### src/rtl/seq_div16_8_pkg.sv
// seq_div16_8_pkg: widths and FSM state encoding shared by the divider files
package seq_div16_8_pkg;
    localparam int DW = 16;
    localparam int VW = 8;
    localparam int CW = $clog2(DW);
    typedef enum logic [1:0] {ST_IDLE, ST_CALC, ST_DONE} state_t;
endpackage

### src/rtl/seq_div16_8_if.sv
// seq_div16_8_if: operand and result valid/ready handshakes of the divider
interface seq_div16_8_if;
    import seq_div16_8_pkg::*;
    logic          in_valid;
    logic          in_ready;
    logic [DW-1:0] dividend;
    logic [VW-1:0] divisor;
    logic          out_valid;
    logic          out_ready;
    logic [DW-1:0] quotient;
    logic [VW-1:0] remainder;
    logic          div_by_zero;
    modport master (
        output in_valid, dividend, divisor, out_ready,
        input  in_ready, out_valid, quotient, remainder, div_by_zero
    );
    modport slave (
        input  in_valid, dividend, divisor, out_ready,
        output in_ready, out_valid, quotient, remainder, div_by_zero
    );
endinterface

### src/rtl/seq_div16_8_step.sv
// seq_div16_8_step: one restoring step, shift in a dividend bit then compare/subtract
module seq_div16_8_step
    import seq_div16_8_pkg::*;
(
    input  logic [VW-1:0] rem_in,
    input  logic          msb_in,
    input  logic [VW-1:0] divisor,
    output logic [VW-1:0] rem_out,
    output logic          qbit
);
    logic [VW:0]   r9;
    logic [VW+1:0] diff;
    always_comb begin
        r9      = {rem_in, msb_in};
        diff    = {1'b0, r9} - {2'b00, divisor};
        qbit    = ~diff[VW+1];
        rem_out = qbit ? diff[VW-1:0] : r9[VW-1:0];
    end
endmodule

### src/rtl/seq_div16_8.sv
// seq_div16_8: sequential restoring 16/8 divider, one quotient bit per clock
module seq_div16_8
    import seq_div16_8_pkg::*;
(
    input logic         clk,
    input logic         rst,
    seq_div16_8_if.slave bus
);
    state_t        state_q, state_d;
    logic [CW-1:0] cnt_q, cnt_d;
    logic [DW-1:0] wk_q, wk_d;
    logic [VW-1:0] rem_q, rem_d;
    logic [VW-1:0] dvs_q, dvs_d;
    logic [DW-1:0] quo_q, quo_d;
    logic [VW-1:0] rmo_q, rmo_d;
    logic          dbz_q, dbz_d;
    logic          ov_q, ov_d;
    logic [VW-1:0] rem_nx;
    logic          qbit;

    // wk_q shifts the dividend out of its MSB while quotient bits fill the LSB
    seq_div16_8_step u_step (
        .rem_in  (rem_q),
        .msb_in  (wk_q[DW-1]),
        .divisor (dvs_q),
        .rem_out (rem_nx),
        .qbit    (qbit)
    );

    always_comb begin
        state_d = state_q;
        cnt_d   = cnt_q;
        wk_d    = wk_q;
        rem_d   = rem_q;
        dvs_d   = dvs_q;
        quo_d   = quo_q;
        rmo_d   = rmo_q;
        dbz_d   = dbz_q;
        ov_d    = ov_q;
        case (state_q)
            ST_IDLE: if (bus.in_valid) begin
                wk_d    = bus.dividend;
                dvs_d   = bus.divisor;
                rem_d   = '0;
                cnt_d   = '0;
                state_d = (bus.divisor == '0) ? ST_DONE : ST_CALC;
            end
            ST_CALC: begin
                wk_d  = {wk_q[DW-2:0], qbit};
                rem_d = rem_nx;
                cnt_d = cnt_q + 1'b1;
                if (cnt_q == CW'(DW - 1)) begin
                    state_d = ST_DONE;
                    ov_d    = 1'b1;
                    quo_d   = {wk_q[DW-2:0], qbit};
                    rmo_d   = rem_nx;
                    dbz_d   = 1'b0;
                end
            end
            ST_DONE: if (!ov_q) begin
                // only a zero divisor reaches DONE without a published result
                ov_d  = 1'b1;
                quo_d = '1;
                rmo_d = wk_q[VW-1:0];
                dbz_d = 1'b1;
            end else if (bus.out_ready) begin
                ov_d    = 1'b0;
                state_d = ST_IDLE;
            end
            default: state_d = ST_IDLE;
        endcase
    end

    always_ff @(posedge clk) begin
        if (rst) begin
            state_q <= ST_IDLE;
            cnt_q   <= '0;
            wk_q    <= '0;
            rem_q   <= '0;
            dvs_q   <= '0;
            quo_q   <= '0;
            rmo_q   <= '0;
            dbz_q   <= 1'b0;
            ov_q    <= 1'b0;
        end else begin
            state_q <= state_d;
            cnt_q   <= cnt_d;
            wk_q    <= wk_d;
            rem_q   <= rem_d;
            dvs_q   <= dvs_d;
            quo_q   <= quo_d;
            rmo_q   <= rmo_d;
            dbz_q   <= dbz_d;
            ov_q    <= ov_d;
        end
    end

    assign bus.in_ready    = state_q == ST_IDLE;
    assign bus.out_valid   = ov_q;
    assign bus.quotient    = quo_q;
    assign bus.remainder   = rmo_q;
    assign bus.div_by_zero = dbz_q;
endmodule
### src/flat_wrapper.sv
// flat-port wrapper written by rule: the top's interface ports become plain ports
module seq_div16_8_flat import seq_div16_8_pkg::*;
  (clk, rst, bus_in_valid, bus_dividend, bus_divisor, bus_out_ready, bus_in_ready, bus_out_valid, bus_quotient, bus_remainder, bus_div_by_zero);
  seq_div16_8_if bus_i ();
  input logic clk;
  input logic rst;
  input wire logic [$bits(bus_i.in_valid)-1:0] bus_in_valid;
  input wire logic [$bits(bus_i.dividend)-1:0] bus_dividend;
  input wire logic [$bits(bus_i.divisor)-1:0] bus_divisor;
  input wire logic [$bits(bus_i.out_ready)-1:0] bus_out_ready;
  output wire logic [$bits(bus_i.in_ready)-1:0] bus_in_ready;
  output wire logic [$bits(bus_i.out_valid)-1:0] bus_out_valid;
  output wire logic [$bits(bus_i.quotient)-1:0] bus_quotient;
  output wire logic [$bits(bus_i.remainder)-1:0] bus_remainder;
  output wire logic [$bits(bus_i.div_by_zero)-1:0] bus_div_by_zero;
  assign bus_i.in_valid = bus_in_valid;
  assign bus_i.dividend = bus_dividend;
  assign bus_i.divisor = bus_divisor;
  assign bus_i.out_ready = bus_out_ready;
  assign bus_in_ready = bus_i.in_ready;
  assign bus_out_valid = bus_i.out_valid;
  assign bus_quotient = bus_i.quotient;
  assign bus_remainder = bus_i.remainder;
  assign bus_div_by_zero = bus_i.div_by_zero;
  seq_div16_8 u_core (.clk(clk), .rst(rst), .bus(bus_i));
endmodule
### config.mk
export PLATFORM = sky130hd
export DESIGN_NAME = seq_div16_8_flat
export DESIGN_NICKNAME = d
export VERILOG_FILES = /design/src/rtl/seq_div16_8_pkg.sv /design/src/rtl/seq_div16_8_if.sv /design/src/rtl/seq_div16_8_step.sv /design/src/rtl/seq_div16_8.sv /design/src/flat_wrapper.sv
export SDC_FILE = /design/constraint.sdc
export NUM_CORES = 1
export LEC_CHECK = 0
export ABC_AREA = 1
export CAP_MARGIN = 20
export CORE_AREA = 4 4 82 84
export CTS_CLUSTER_DIAMETER = 40
export CTS_CLUSTER_SIZE = 40
export DETAILED_ROUTE_END_ITERATION = 8
export DIE_AREA = 0 0 86 88
export PLACE_DENSITY = 0.78
export SYNTH_ARGS = -nofsm -noshare
export SYNTH_HDL_FRONTEND = slang
export SYNTH_SLANG_ARGS = --single-unit
### constraint.sdc
create_clock -name clk -period 2 [get_ports clk]
set_clock_uncertainty 0.1 [all_clocks]
set_input_delay 0.5 -clock clk [delete_from_list [all_inputs] [get_ports clk]]
set_output_delay 0.5 -clock clk [all_outputs]
set_load 0.05 [all_outputs]
; ---- Word level (Yosys, flattened, before mapping)
; Cells that the tools add are included.
; W data, S select, Z words.
[word_totals]
reg_bits = 64
inputBits = 28
output_inout_bits = 27
[op_classes]
n_addsub = 2
n_eq_ne = 8
mux = 26
bitwise = 1
reduce_logical = 9
[ops]
columns = op, count
row1 = $pmux W16 S2, 2
row2 = $mux W16, 3
row3 = $mux W8, 4
row4 = $pmux W8 S2, 2
row5 = $mux W2, 5
row6 = $sub A9 B8 Y10, 1
row7 = $logic_not A8 Y1, 1
row8 = $pmux W4 S2, 1
row9 = $ne A2 B2 Y1 const B, 3
row10 = $pmux W2 S3, 1
row11 = $reduce_and A2 Y1, 3
row12 = $mux W1, 5
row13 = $add A4 B1 Y4 const B, 1
row14 = $eq A4 B4 Y1 const B, 1
row15 = $mux W4, 1
row16 = $ne A2 B1 Y1 const B, 2
row17 = $pmux W1 S2, 2
row18 = $reduce_and A4 Y1, 1
row19 = $reduce_bool A2 Y1, 2
row20 = $reduce_and A3 Y1, 1
row21 = $eq A2 B1 Y1 const B, 1
row22 = $eq A2 B2 Y1 const B, 1
row23 = $logic_not A2 Y1, 1
row24 = $not A1 Y1, 1

; ---- Longest topological paths before layout
; Gate-level depths: netlist (run 1).
[depth]
depth_word = 4
mapped_depth = 13

; ---- Cells and area by module
; A second synthesis (run 1) with hierarchy kept.
[hier_totals]
hier_cells = 454
hier_area_um2 = 3245.6
[by_module_without_submodules]
columns = module, n_inst, cells_each, area_per_inst_um2, seq_area_each_um2
row1 = seq_div16_8, 1, 349, 2582.5, 1281.2
row2 = seq_div16_8_step, 1, 105, 663.1, 0.0

; ---- Worst setup path after synthesis (run 1)
; Ideal clock, no wire load.
[synth_timing]
path_type = reg-to-reg
from = register u_core.dvs_q[4]
to = register u_core.rem_q[4]
t_arrival_ns = 1.525
required_time_ns = 1.766
slack_ns = 0.242
path_stages_with_launch = 14
path_buffers = 1
path_cell_list = dfxtp_1 > inv_1 > ha_1 > nand2_2 > inv_1 > nand2_1 > nand2_1 > nand2_1 > nand3_2 > buf_6 > nand2_1 > nand2_1 > nand2_1 > a21oi_1
[synth_via]
elab_chain_len = 3
[synth_lines]
columns = item, line
row1 = from (decl), seq_div16_8.sv:13  ; logic [VW-1:0] dvs_q, dvs_d;
row2 = from (signal assigned), seq_div16_8.sv:90  ; dvs_q <= dvs_d;
row3 = $sub A9 B8 Y10, seq_div16_8_step.sv:15  ; diff = {1'b0, r9} - {2'b00, divisor};
row4 = $mux W8, seq_div16_8_step.sv:17  ; rem_out = qbit ? diff[VW-1:0] : r9[VW-1:0];
row5 = $pmux W8 S2, seq_div16_8.sv:40  ; case (state_q)
row6 = to (signal assigned), seq_div16_8.sv:89  ; rem_q <= rem_d;
row7 = to (decl), seq_div16_8.sv:12  ; logic [VW-1:0] rem_q, rem_d;
; Every way passes these cells.
; A chain may end at the register's enable or synchronous reset.

; ---- Worst setup path in the final report (run 1)
[layout_timing]
from = register u_core.dvs_q[7]
to = register u_core.rem_q[3]
; Same word-level chain as after synthesis.

==> results of run 1 <==
## synth_stat cells
library cell,count,area (µm²)
clkbuf_1,9,33.78
buf_1,1,3.750
nor2_1,26,97.59
nand2_2,4,25.02
buf_6,1,11.26
a21oi_4,1,16.27
nand2_4,1,11.26
dfxtp_1,64,1281
inv_2,4,15.01
nand3b_1,2,15.01
o21ai_0,35,175.2
xnor2_1,2,17.52
a21oi_1,43,215.2
buf_2,6,30.03
o21ai_1,1,5.000
ha_1,9,112.6
nand2_1,97,364.1
nand3_2,5,50.05
a21oi_2,4,35.03
o22ai_1,15,93.84
nand3_1,12,60.06
or2_1,1,6.260
nand4_1,8,50.05
inv_1,34,127.6
nor2_4,1,11.26
o21ai_2,2,17.52
fa_1,1,20.02
a31oi_1,16,100.1
clkinv_1,2,7.510
buf_4,2,15.01
nor2_2,3,18.77
o221a_2,1,11.26
## how the worst max path moves through the flow
stage | startpoint | to | slack [ns] | cells past startpoint
CTS | u_core.dvs_q[6]$_SDFFE_PP0P_ | u_core.rem_q[3]$_SDFFE_PP0P_ | 0.05 | 9
detailed placement | bus_in_valid | u_core.wk_q[1]$_SDFFE_PP0P_ | 0.03 | 7
floorplan | u_core.dvs_q[4]$_SDFFE_PP0P_ | u_core.rem_q[4]$_SDFFE_PP0P_ | 0.24 | 13
global route | u_core.dvs_q[2]$_SDFFE_PP0P_ | u_core.rem_q[3]$_SDFFE_PP0P_ | 0.02 | 11
finish | u_core.dvs_q[7]$_SDFFE_PP0P_ | u_core.rem_q[3]$_SDFFE_PP0P_ | 0.14 | 10
global placement | bus_in_valid | u_core.dvs_q[6]$_SDFFE_PP0P_ | 0.02 | 7
## state kept, by name, summed over array words and instances, names as in the netlist, 2 cells and up
signal,count
u_core.rem_q,8
u_core.state_q,2
u_core.dvs_q,8
u_core.wk_q,16
u_core.bus.remainder,8
u_core.bus.quotient,16
u_core.cnt_q,4
## layout by cell type, fill, tap and decap left out, types with 3 or more instances in the layout
cell / n
nor2_1: 26
dfxtp_1: 64
a21oi_2: 4
nand2_1: 97
o21ai_0: 35
nor2_2: 3
nand2_2: 4
inv_2: 5
buf_4: 42
clkbuf_8: 13
nand3_2: 4
nand3_1: 12
ha_1: 9
a31oi_1: 16
a21oi_1: 43
inv_1: 33
o22ai_1: 15
clkdlybuf4s50_1: 27
nand4_1: 8
## power by group through the flow
stage | Clock (µW) | Combinational [µW] | Sequential [µW]
floorplan | 0 | 2520 | 2330
global placement | 0 | 3820 | 1970
detailed placement | 0 | 3900 | 1980
CTS | 1210 | 3920 | 1960
global route | 1260 | 4380 | 2010
finish | 1180 | 3980 | 1960
## layer usage
layer  routed length (µm)  track usage [%]
met2                 4021            37.91
met1                 3340            26.46
met5                    0                0
met4                  233            10.50
met3                  444            5.738
## metrics by stage
| step | utilization [%] | setup WS (ns) | power [µW] | instances | area (µm²) |
|---|---|---|---|---|---|
| global route | 66.00 | 0.02293 | 7649 | 556 | 3908 |
| CTS | 65.83 | 0.04793 | 7081 | 556 | 3897 |
| finish | 66.00 | 0.1390 | 7129 | 556 | 3908 |
| global placement | 62.15 | 0.02172 | 5794 | 540 | 3680 |
| detailed placement | 62.15 | 0.03027 | 5878 | 540 | 3680 |
| floorplan | - | 0.2415 | 4850 | 413 | 3054 |
## area by class of cell
| type | instances | area [µm²] | area share [%] |
|---|---|---|---|
| multi-input combinational | 290 | 1539 | 39.39 |
| sequential | 64 | 1281 | 32.79 |
| timing repair buffer | 71 | 625.6 | 16.01 |
| clock buffer | 14 | 182.7 | 4.675 |
| inverter | 40 | 150.1 | 3.842 |
| tap | 75 | 93.84 | 2.402 |
| clock inverter | 2 | 35.03 | 0.8966 |
## worst max-delay path: stages (launching register included)
cell and delay [ns]:
dfxtp_1 0.34, inv_1 0.07, ha_1 0.39, nand2_1 0.12, nor2_4 0.11, nand3_2 0.11, nand3_4 0.19, nand2_1 0.09
o21ai_2 0.07, nand2_1 0.06, a21oi_1 0.14
## cell families (layout without fill, tap and decap cells)
logic type,after synthesis,in the layout,share of synthesized area (%)
AO/OA/AOI/OAI,118,118,21.92
XOR/XNOR,2,2,0.5736
adder cells (fa/ha/maj),10,10,4.343
buffers and inverters,59,127,7.988
flip-flops,64,64,41.95
AND/OR/NAND/NOR,160,160,23.23
==> results.md, run 1 <==
* Synth Register Bits at 64
* Initial antenna violation count at 0
* Post-Syn Area per Cell at 7.395 µm²
* Distinct cells, synth at 32
* Core region area at roughly 0.0059 mm²
* Die Wd at 86 µm
* Worst Setup End Kind: register
* Fmax at 0.5374 GHz
* All-layer global routing usage at 22.35%
* Final wirelength at 8039 µm
* CTS Buf Count at 9
* Logic pwr share at a little under three fifths
* Sink Count at 64
* Layout Nets at 514
* Kind of critical path: reg -> reg
* H-tree depth at 3
* Synthesized instance count at between 400 and 500
* Run status: completed
* Worst path required time at 2.17 ns
* Hold slack at roughly 0.36 ns
* Clock transition at the registers of the reported paths at 0.07 ns
* Sequential-to-total area share from yosys stat at approximately two fifths
* Area grow syn2layout at 27.94%
* Clk root buf: clkbuf_8
* Initial Util at 51.58%
* Worst vdd ir at 1406 µV
* WHS Endpoint: u_core.dvs_q[2]$_SDFFE_PP0P_
* Ys Warns at 0
* Reg2reg end: u_core.rem_q[3]$_SDFFE_PP0P_
* Reg2Reg Setup Slack at 0.14 ns
* TritonRoute pass-1 iters at 5
* Unrepaired setup endpoints after global routing: no
* Final setup TNS at 0 ns
* Final-report hold violation count at 0
* Post-DP HPWL at just under 6000 µm
* Largest net degree at the start of global routing at 36
* Via count at 3022
* Final Setup Violations at 0
* Hold crit path type: reg -> reg
* Max clock buf depth at 2
* N_diodes at 0
* Worst-margin pin slew at 0.4102 ns
* First-pass GRT wire length at 13280 µm
* Latest clock arrival within the worst-skew pair at 0.34 ns
* Post-route clock period utilization at 93.05%
* Worst-path fanout max at 11
* Vias in the first global route at 2997
* Residual DRC at 0
* LEAKAGE at 0.001698 µW
* Rows at 28
* Reg2reg start: u_core.dvs_q[7]$_SDFFE_PP0P_
* Flop pwr share at 27.6%
* CTS tree: yes
* Hold path start: u_core.dvs_q[2]$_SDFFE_PP0P_
* Pwr per Cell Area at about 1800 mW/mm²
* Gr ovfl total at 0
* Syn_nets at 451
* Int Power at 3775 µW
* Final Critical Period at 1.861 ns
* Relative slew slack at between 70% and 80%
* Number of I/O pins at 55
* Cells on worst reg2reg path at 10
* Post-CTS sizing at 0
* Max-slew violations at 0
* Fillcell total at roughly 530
* MaxCap Viol Count at 0
* Psw at 3354 µW
* Via density at 5.435
* Clk pwr share at 16.6%
* Antenna Nets Post-Route at 0
* Placer Congestion at between 0.9 and 1
* IO Port Bufs at 54
* Post-CTS Repair Setup Buffers at 0
* Hold_buf cts at 0
* Hold Crit Depth at 2
* Initial drt markers at 156
* Post-Syn Area at 0.003054 mm²
* CP Launch Type: register
* Die ar. at 0.007568 mm²
* Ratio of cells with drive above 1 in the final layout at 18.09%
* Die height at around 88 µm
* Switching fraction of total power at 47.05%
* Wirelength per Cell at 14.46 µm
* WP data arrival at 2.03 ns
Power figures use the tool's default switching activity.
==> run 2: changes to the inputs <==
ABC_AREA = default   (was 1)
CORE_AREA = 4 4 83 85   (was 4 4 82 84)
DIE_AREA = 0 0 87 89   (was 0 0 86 88)
==> run 2 against run 1 <==
Net effect: the run now ends with negative setup slack left; sequential share of layout area decreased by 4.5 points; flip-flop and latch count unchanged; combinational power decreased by 49%; synthesized cell count decreased by 5.1%; die area increased by 2.3%; fmax decreased by 14%; clock power increased by 8%; total power decreased by 32%; wire length increased by 16%; worst setup slack got worse by 0.30 ns; hold slack got worse by 0.011 ns; first-iteration DRC count increased by 90%; critical path type unchanged.
==> results.md, run 2 <==
* Run status: complete, but fails checks
* Failing checks: negative setup slack
* Met3 usage at 4.240% (-1.5 points)
* Post-Syn Area at 0.003146 mm² (+3.0%)
* Worst path required time at 2.11 ns (-0.06 ns)
* Initial drt markers at 297 (+90%)
* Commonest cells after routing, fill and taps aside: 76 x nor2_1, 75 x buf_4, 60 x dfxtp_1, 40 x nand2_1, 32 x a21oi_1
* Die ar. at 0.007743 mm² (+2.3%)
* TritonRoute pass-1 iters at 7 (+2)
* Wirelength per Cell at 16.36 µm (+13%)
* Design Area, Final at 0.004549 mm² (+16%)
* Most common cell after layout, fill and taps aside: nor2_1
* Count leader, synth: nor2_1
* Post-synth EDFFs at 0 (unchanged)
* CTS tree: yes
* Post-synth top area share at 40.73% (-1.2 points)
* Main synth FF type: dfxtp_1
* M2 GR Usage at 38.37% (+0.46 points)
* Hold_buf cts at 0 (unchanged)
* M1 GR Usage at 29.75% (+3.3 points)
* Pwr per Cell Area at 1058 mW/mm² (-42%)
* Final Util at 73.32% (+7.3 points)
* Worst-margin pin slew at 0.6654 ns (+0.2551 ns)
* Placed Area at 0.004048 mm² (+10%)
* Relative slew slack at 55.64% (-17 points)
* Die height at 89 µm (+1.1%)
* All-layer global routing usage at 23.49% (+1.1 points)
* Via count at 3324 (+10%)
* Clk root buf: clkbuf_8
* MaxCap Viol Count at 0 (unchanged)
* Final wirelength at 9291 µm (+16%)
* LEAKAGE at 0.001853 µW (+9.1%)
* Synth area leaders: dfxtp_1 41%, nor2_1 9.4%, a21oi_1 5.4%
* Layout Cells excl Fill at 568 (+2.2%)
* Final setup TNS at -1.475 ns (-1.475 ns)
* Core region area at 0.006205 mm² (+4.8%)
* WP data arrival at 2.27 ns (+0.24 ns)
* Initial antenna violation count at 0 (unchanged)
* Ys Warns at 0 (unchanged)
* Fmax at 0.4627 GHz (-14%)
* Worst vdd ir at 608.0 µV (-57%)
* First-pass GRT wire length at 14220 µm (+7.1%)
* Final Critical Period at 2.161 ns (+0.3003 ns)
* Post-route clock period utilization at 108.1% (+15 points)
* Final-report hold violation count at 0 (unchanged)
* Post-DP HPWL at 6084 µm (+2.9%)
* Largest net degree at the start of global routing at 35 (-2.8%)
* Number of I/O pins at 55 (unchanged)
* Synth async-reset ratio at 0% (unchanged)
* Commonest cells in the netlist: 79 x nor2_1, 64 x dfxtp_1, 42 x nand2_1, 34 x a21oi_1
* IO Port Bufs at 54 (unchanged)
* Post-Syn Area per Cell at 8.024 µm² (+8.5%)
* Synth area leader: dfxtp_1
* Hold slack at 0.3525 ns (-0.01060 ns)
* Gr ovfl total at 0 (unchanged)
* Unrepaired setup endpoints after global routing: yes
* Clock transition at the registers of the reported paths at 0.08 ns (about the same)
* Hold crit path type: reg -> reg
* Synthesized instance count at 392 (-5.1%)
* Residual DRC at 0 (unchanged)
* N_diodes at 0 (unchanged)
* Placer Congestion at 0.9315 (-3.8%)
* Post-Place Cells at 541 (+0.19%)
* Hold Crit Depth at 2 (unchanged)
* Antenna Nets Post-Route at 0 (unchanged)
* Cells on worst reg2reg path at 7 (-3)
* Max clock buf depth at 2 (unchanged)
* Rows at 29 (+3.6%)
* CTS Buf Count at 9 (unchanged)
* Die Wd at 87 µm (+1.2%)
* Worst setup slack after layout at -0.1613 ns (-0.3003 ns)
* Latest clock arrival within the worst-skew pair at 0.35 ns (about the same)
* Sink Count at 64 (unchanged)
* Final Setup Violations at 15 (+15)
* Worst Setup End Kind: register
* Distinct cells, synth at 51 (+59%)
* Worst-path fanout max at 7 (-4)
* Kind of critical path: reg -> reg
* Sequential-to-total area share from yosys stat at 40.73% (-1.2 points)
* Vias in the first global route at 3030 (+1.1%)
* Synth Register Bits at 64 (unchanged)
* Layout Nets at 524 (+1.9%)
* Area grow syn2layout at 44.63%
* CP Launch Type: register
* Ratio of cells with drive above 1 in the final layout at 31.36% (+13 points)
* H-tree depth at 3 (unchanged)
* Syn_nets at 430 (-4.7%)
* Max-slew violations at 0 (unchanged)
* Via density at 5.852 (+7.7%)
* GRT Max-Usage Layer: met2
* Initial Util at 50.70% (-0.89 points)
## run 2: kinds of logic (layout without fill, tap and decap cells)
group	Yosys count	in the layout	synth area share, %
AOI/OAI and AO/OA	101	101	24.26
adders and majority gates	10	10	4.216
xor gates and xnor gates	1	1	0.2785
DFF	64	64	40.73
muxes	1	1	0.3182
and+or+nand+nor	177	178	25.26
buffers and inverters	38	136	4.932
## run 2: routing by layer
| layer | routed length [µm] | share of wire, % |
|---|---|---|
| met4 | 280 | 3.0 |
| met1 | 3857 | 42 |
| met3 | 563 | 6.1 |
| met2 | 4590 | 49 |
| met5 | 0 | 0 |
## run 2: cell type report
class	instances	area, µm²
clock buffer	10	137.6
clock inverter	6	90.09
fill	456	1655
inverter	11	41.29
multi-input combinational	291	1956
sequential	64	1286
tap	77	96.34
timing repair buffer	109	942.2
## run 2: what timing repair did
action,4_1_cts,5_1_grt
endpoints found under the setup margin,14,31
resized for setup,15,29
gates cloned,0,1
pin swaps,12,11
buffers inserted,8,3
## run 2: path summary, 6_finish.rpt
check                                             startpoint                                   end  slack (ns)
worst max-delay path            u_core.rem_q[1]$_SDFFE_PP0P_  u_core.bus.remainder[6]$_SDFFE_PP0P_       -0.16
worst min-delay path            u_core.rem_q[7]$_SDFFE_PP0P_          u_core.rem_q[7]$_SDFFE_PP0P_        0.35
worst max register to register  u_core.rem_q[1]$_SDFFE_PP0P_  u_core.bus.remainder[6]$_SDFFE_PP0P_       -0.16
worst min register to register  u_core.rem_q[7]$_SDFFE_PP0P_          u_core.rem_q[7]$_SDFFE_PP0P_        0.35
## run 2: critical path, stage by stage, from the launching register on
cell and delay (ns):
dfxtp_1 0.36, ha_4 0.31, nand3b_4 0.08, a2111o_1 0.56
buf_4 0.19, and3_4 0.14, a311oi_2 0.20, o41ai_2 0.08
## run 2: metrics by stage
step                      power [µW]  setup slack, ns
after floorplan                 2517        -0.003565
after global routing            5023          -0.2426
after global placement          3009         -0.09613
after CTS                       4491          -0.1326
final                           4813          -0.1613
after detailed placement        3047          -0.1490
## run 2: where the power goes
group / total [µW] / leakage (µW) / switching, µW / internal (µW)
combinational: 2040 / 0.00122 / 1130 / 916
clock: 1270 / 0.000113 / 533 / 740
sequential: 1500 / 0.000525 / 100 / 1400
total: 4810 / 0.00185 / 1760 / 3050
==> run 3: changes to the inputs <==
GPL_TIMING_DRIVEN = 0   (was default)
==> run 3 against run 2 <==
Net effect: via count up 3.1%; critical path type unchanged; total power is 0.55% higher; the run still ends with negative setup slack left; flip-flop and latch count unchanged.
==> results.md, run 3 (synthesized netlist as in run 2, its figures left out) <==
* Final-report hold violation count at 0 (unchanged)
* Initial drt markers at 346 (+16%)
* WP data arrival at 2.31 ns (+0.04 ns)
* Placed Area at 0.003846 mm² (-5.0%)
* Initial Util at 50.70% (unchanged)
* Clk root buf: clkbuf_8
* CP Launch Type: register
* Wirelength per Cell at 17.63 µm (+7.8%)
* Final wirelength at 9981 µm (+7.4%)
* Via count at 3426 (+3.1%)
* Die height at 89 µm (unchanged)
* WHS Endpoint: u_core.bus.div_by_zero$_SDFFE_PP0P_
* Commonest cells after routing, fill and taps aside: 76 x nor2_1, 55 x dfxtp_1, 41 x nand2_1, 28 x a21oi_1
* Most common cell after layout, fill and taps aside: nor2_1
* Sink Count at 64 (unchanged)
* Clock transition at the registers of the reported paths at 0.08 ns (about the same)
* Failing checks: negative setup slack
* Core region area at 0.006205 mm² (unchanged)
* Hold Crit Depth at 2 (unchanged)
* Placer Congestion at 0.9321 (about the same)
* Die Wd at 87 µm (unchanged)
* Kind of critical path: reg -> reg
* Via density at 6.053 (+3.4%)
* TritonRoute pass-1 iters at 6 (-1)
* Area grow syn2layout at 45.27%
* Residual DRC at 0 (unchanged)
* Die ar. at 0.007743 mm² (unchanged)
* Hold path start: u_core.bus.div_by_zero$_SDFFE_PP0P_
* Hold_buf cts at 0 (unchanged)
* Rows at 29 (unchanged)
* CTS tree: yes
* Largest net degree at the start of global routing at 13 (-63%)
* Number of I/O pins at 55 (unchanged)
* Final Critical Period at 2.216 ns (+0.05513 ns)
* Gr ovfl total at 0 (unchanged)
* Final setup TNS at -1.700 ns (-0.2247 ns)
* Worst Setup End Kind: register
* Latest clock arrival within the worst-skew pair at 0.34 ns (about the same)
* Hold slack at 0.3628 ns (+0.01034 ns)
* Relative slew slack at 56.95% (+1.3 points)
* H-tree depth at 3 (unchanged)
* Worst setup slack after layout at -0.2164 ns (-0.05513 ns)
* Ratio of cells with drive above 1 in the final layout at 27.20% (-4.2 points)
* IO Port Bufs at 53 (-1.9%)
* Final Util at 73.64% (+0.32 points)
* Cells on worst reg2reg path at 10 (+3)
* All-layer global routing usage at 25.63% (+2.1 points)
* Fillcell total at 430 (-5.7%)
* Layout Nets at 522 (-0.38%)
* Design Area, Final at 0.004569 mm² (+0.44%)
* Run status: complete, but fails checks
* Pwr per Cell Area at 1059 mW/mm² (+0.11%)
* MaxCap Viol Count at 0 (unchanged)
* Reg2reg start: u_core.dvs_q[2]$_SDFFE_PP0P_
* CTS Buf Count at 9 (unchanged)
* Worst path required time at 2.09 ns (-0.02 ns)
* Max-slew violations at 0 (unchanged)
* Unrepaired setup endpoints after global routing: yes
* Post-DP HPWL at 6199 µm (+1.9%)
* LEAKAGE at 0.001851 µW (-0.13%)
* Worst-path fanout max at 4 (-3)
* Post-route clock period utilization at 110.8% (+2.8 points)
* Reg2Reg Setup Slack at -0.22 ns (-0.06 ns)
* Vias in the first global route at 3215 (+6.1%)
* Initial antenna violation count at 0 (unchanged)
* Fmax at 0.4512 GHz (-2.5%)
* Hold crit path type: reg -> reg
* Final Setup Violations at 15 (unchanged)
* Antenna Nets Post-Route at 0 (unchanged)
* First-pass GRT wire length at 15570 µm (+9.5%)
* Worst vdd ir at 655.4 µV (+7.8%)
* Worst-margin pin slew at 0.6458 ns (-0.01963 ns)
* N_diodes at 0 (unchanged)
* Reg2reg end: u_core.rem_q[4]$_SDFFE_PP0P_
* Max clock buf depth at 2 (unchanged)
[run 3: changes by cell type in the layout (fill, tap and decap cells not counted), moves of 3 or more]
cell	change
buf_6	+5
a211oi_2	+3
clkbuf_2	+10
buf_12	-3
dfxtp_1	-5
dfxtp_2	+3
buf_4	-54
a21oi_1	-4
a211oi_1	-3
dlygate4sd2_1	+26
clkbuf_1	+10
a21oi_2	+3
[run 3: layout make-up]
class | instances | area, µm² | area share, %
multi-input combinational | 290 | 2051 | 44.88
timing repair buffer | 81 | 744.5 | 16.29
clock inverter | 6 | 68.82 | 1.506
inverter | 11 | 41.29 | 0.9036
sequential | 64 | 1297 | 28.40
tap | 77 | 96.34 | 2.108
buffer | 27 | 132.6 | 2.903
clock buffer | 10 | 137.6 | 3.012
[run 3: where the power goes]
group	total, µW	switching, µW	internal, µW
sequential	1500	105	1400
clock	1150	537	613
combinational	2190	1210	979
[run 3: timing repair]
item | CTS | global route
setup buffers | 24 | 4
resized for setup | 77 | 42
hold endpoints to repair | 0 | 0
gates cloned | 0 | 0
pin swaps | 36 | 15
endpoints found under the setup margin | 58 | 48
[run 3: worst max-delay path, cell delays in order (launching register included)]
cell	delay [ns]
dfxtp_2	0.33
inv_2	0.04
ha_4	0.30
nand3b_4	0.11
buf_6	0.14
a2111oi_4	0.34
buf_4	0.18
nor2_2	0.04
buf_4	0.13
o211ai_1	0.22
a21oi_1	0.15
[run 3: through the flow]
step / total power [µW] / setup WS (ns) / instances
6_report: 4839 / -0.2164 / 566
5_1_grt: 5033 / -0.2897 / 566
4_1_cts: 4480 / -0.1119 / 562
3_5_place_dp: 2905 / -0.3496 / 522
3_3_place_gp: 2871 / -0.3683 / 522
2_1_floorplan: 2517 / -0.003565 / 392
[run 3: worst max path at each step]
stage | from | to | depth (start not counted)
final | u_core.dvs_q[2]$_SDFFE_PP0P_ | u_core.rem_q[4]$_SDFFE_PP0P_ | 10
after global routing | u_core.dvs_q[2]$_SDFFE_PP0P_ | u_core.rem_q[4]$_SDFFE_PP0P_ | 10
after CTS | u_core.dvs_q[2]$_SDFFE_PP0P_ | u_core.bus.remainder[6]$_SDFFE_PP0P_ | 8
after detailed placement | bus_in_valid | u_core.wk_q[0]$_SDFFE_PP0P_ | 6
after global placement | bus_in_valid | u_core.wk_q[0]$_SDFFE_PP0P_ | 6
after floorplan | u_core.wk_q[15]$_SDFFE_PP0P_ | u_core.bus.remainder[6]$_SDFFE_PP0P_ | 7
[run 3: routing by layer]
metal	global-route usage (%)	vias to the layer above	wire length (µm)
met2	43.41	181	4873
li1	-	1588	-
met5	0	-	0
met1	33.07	1616	4152
met3	4.147	41	656
met4	9.207	0	298
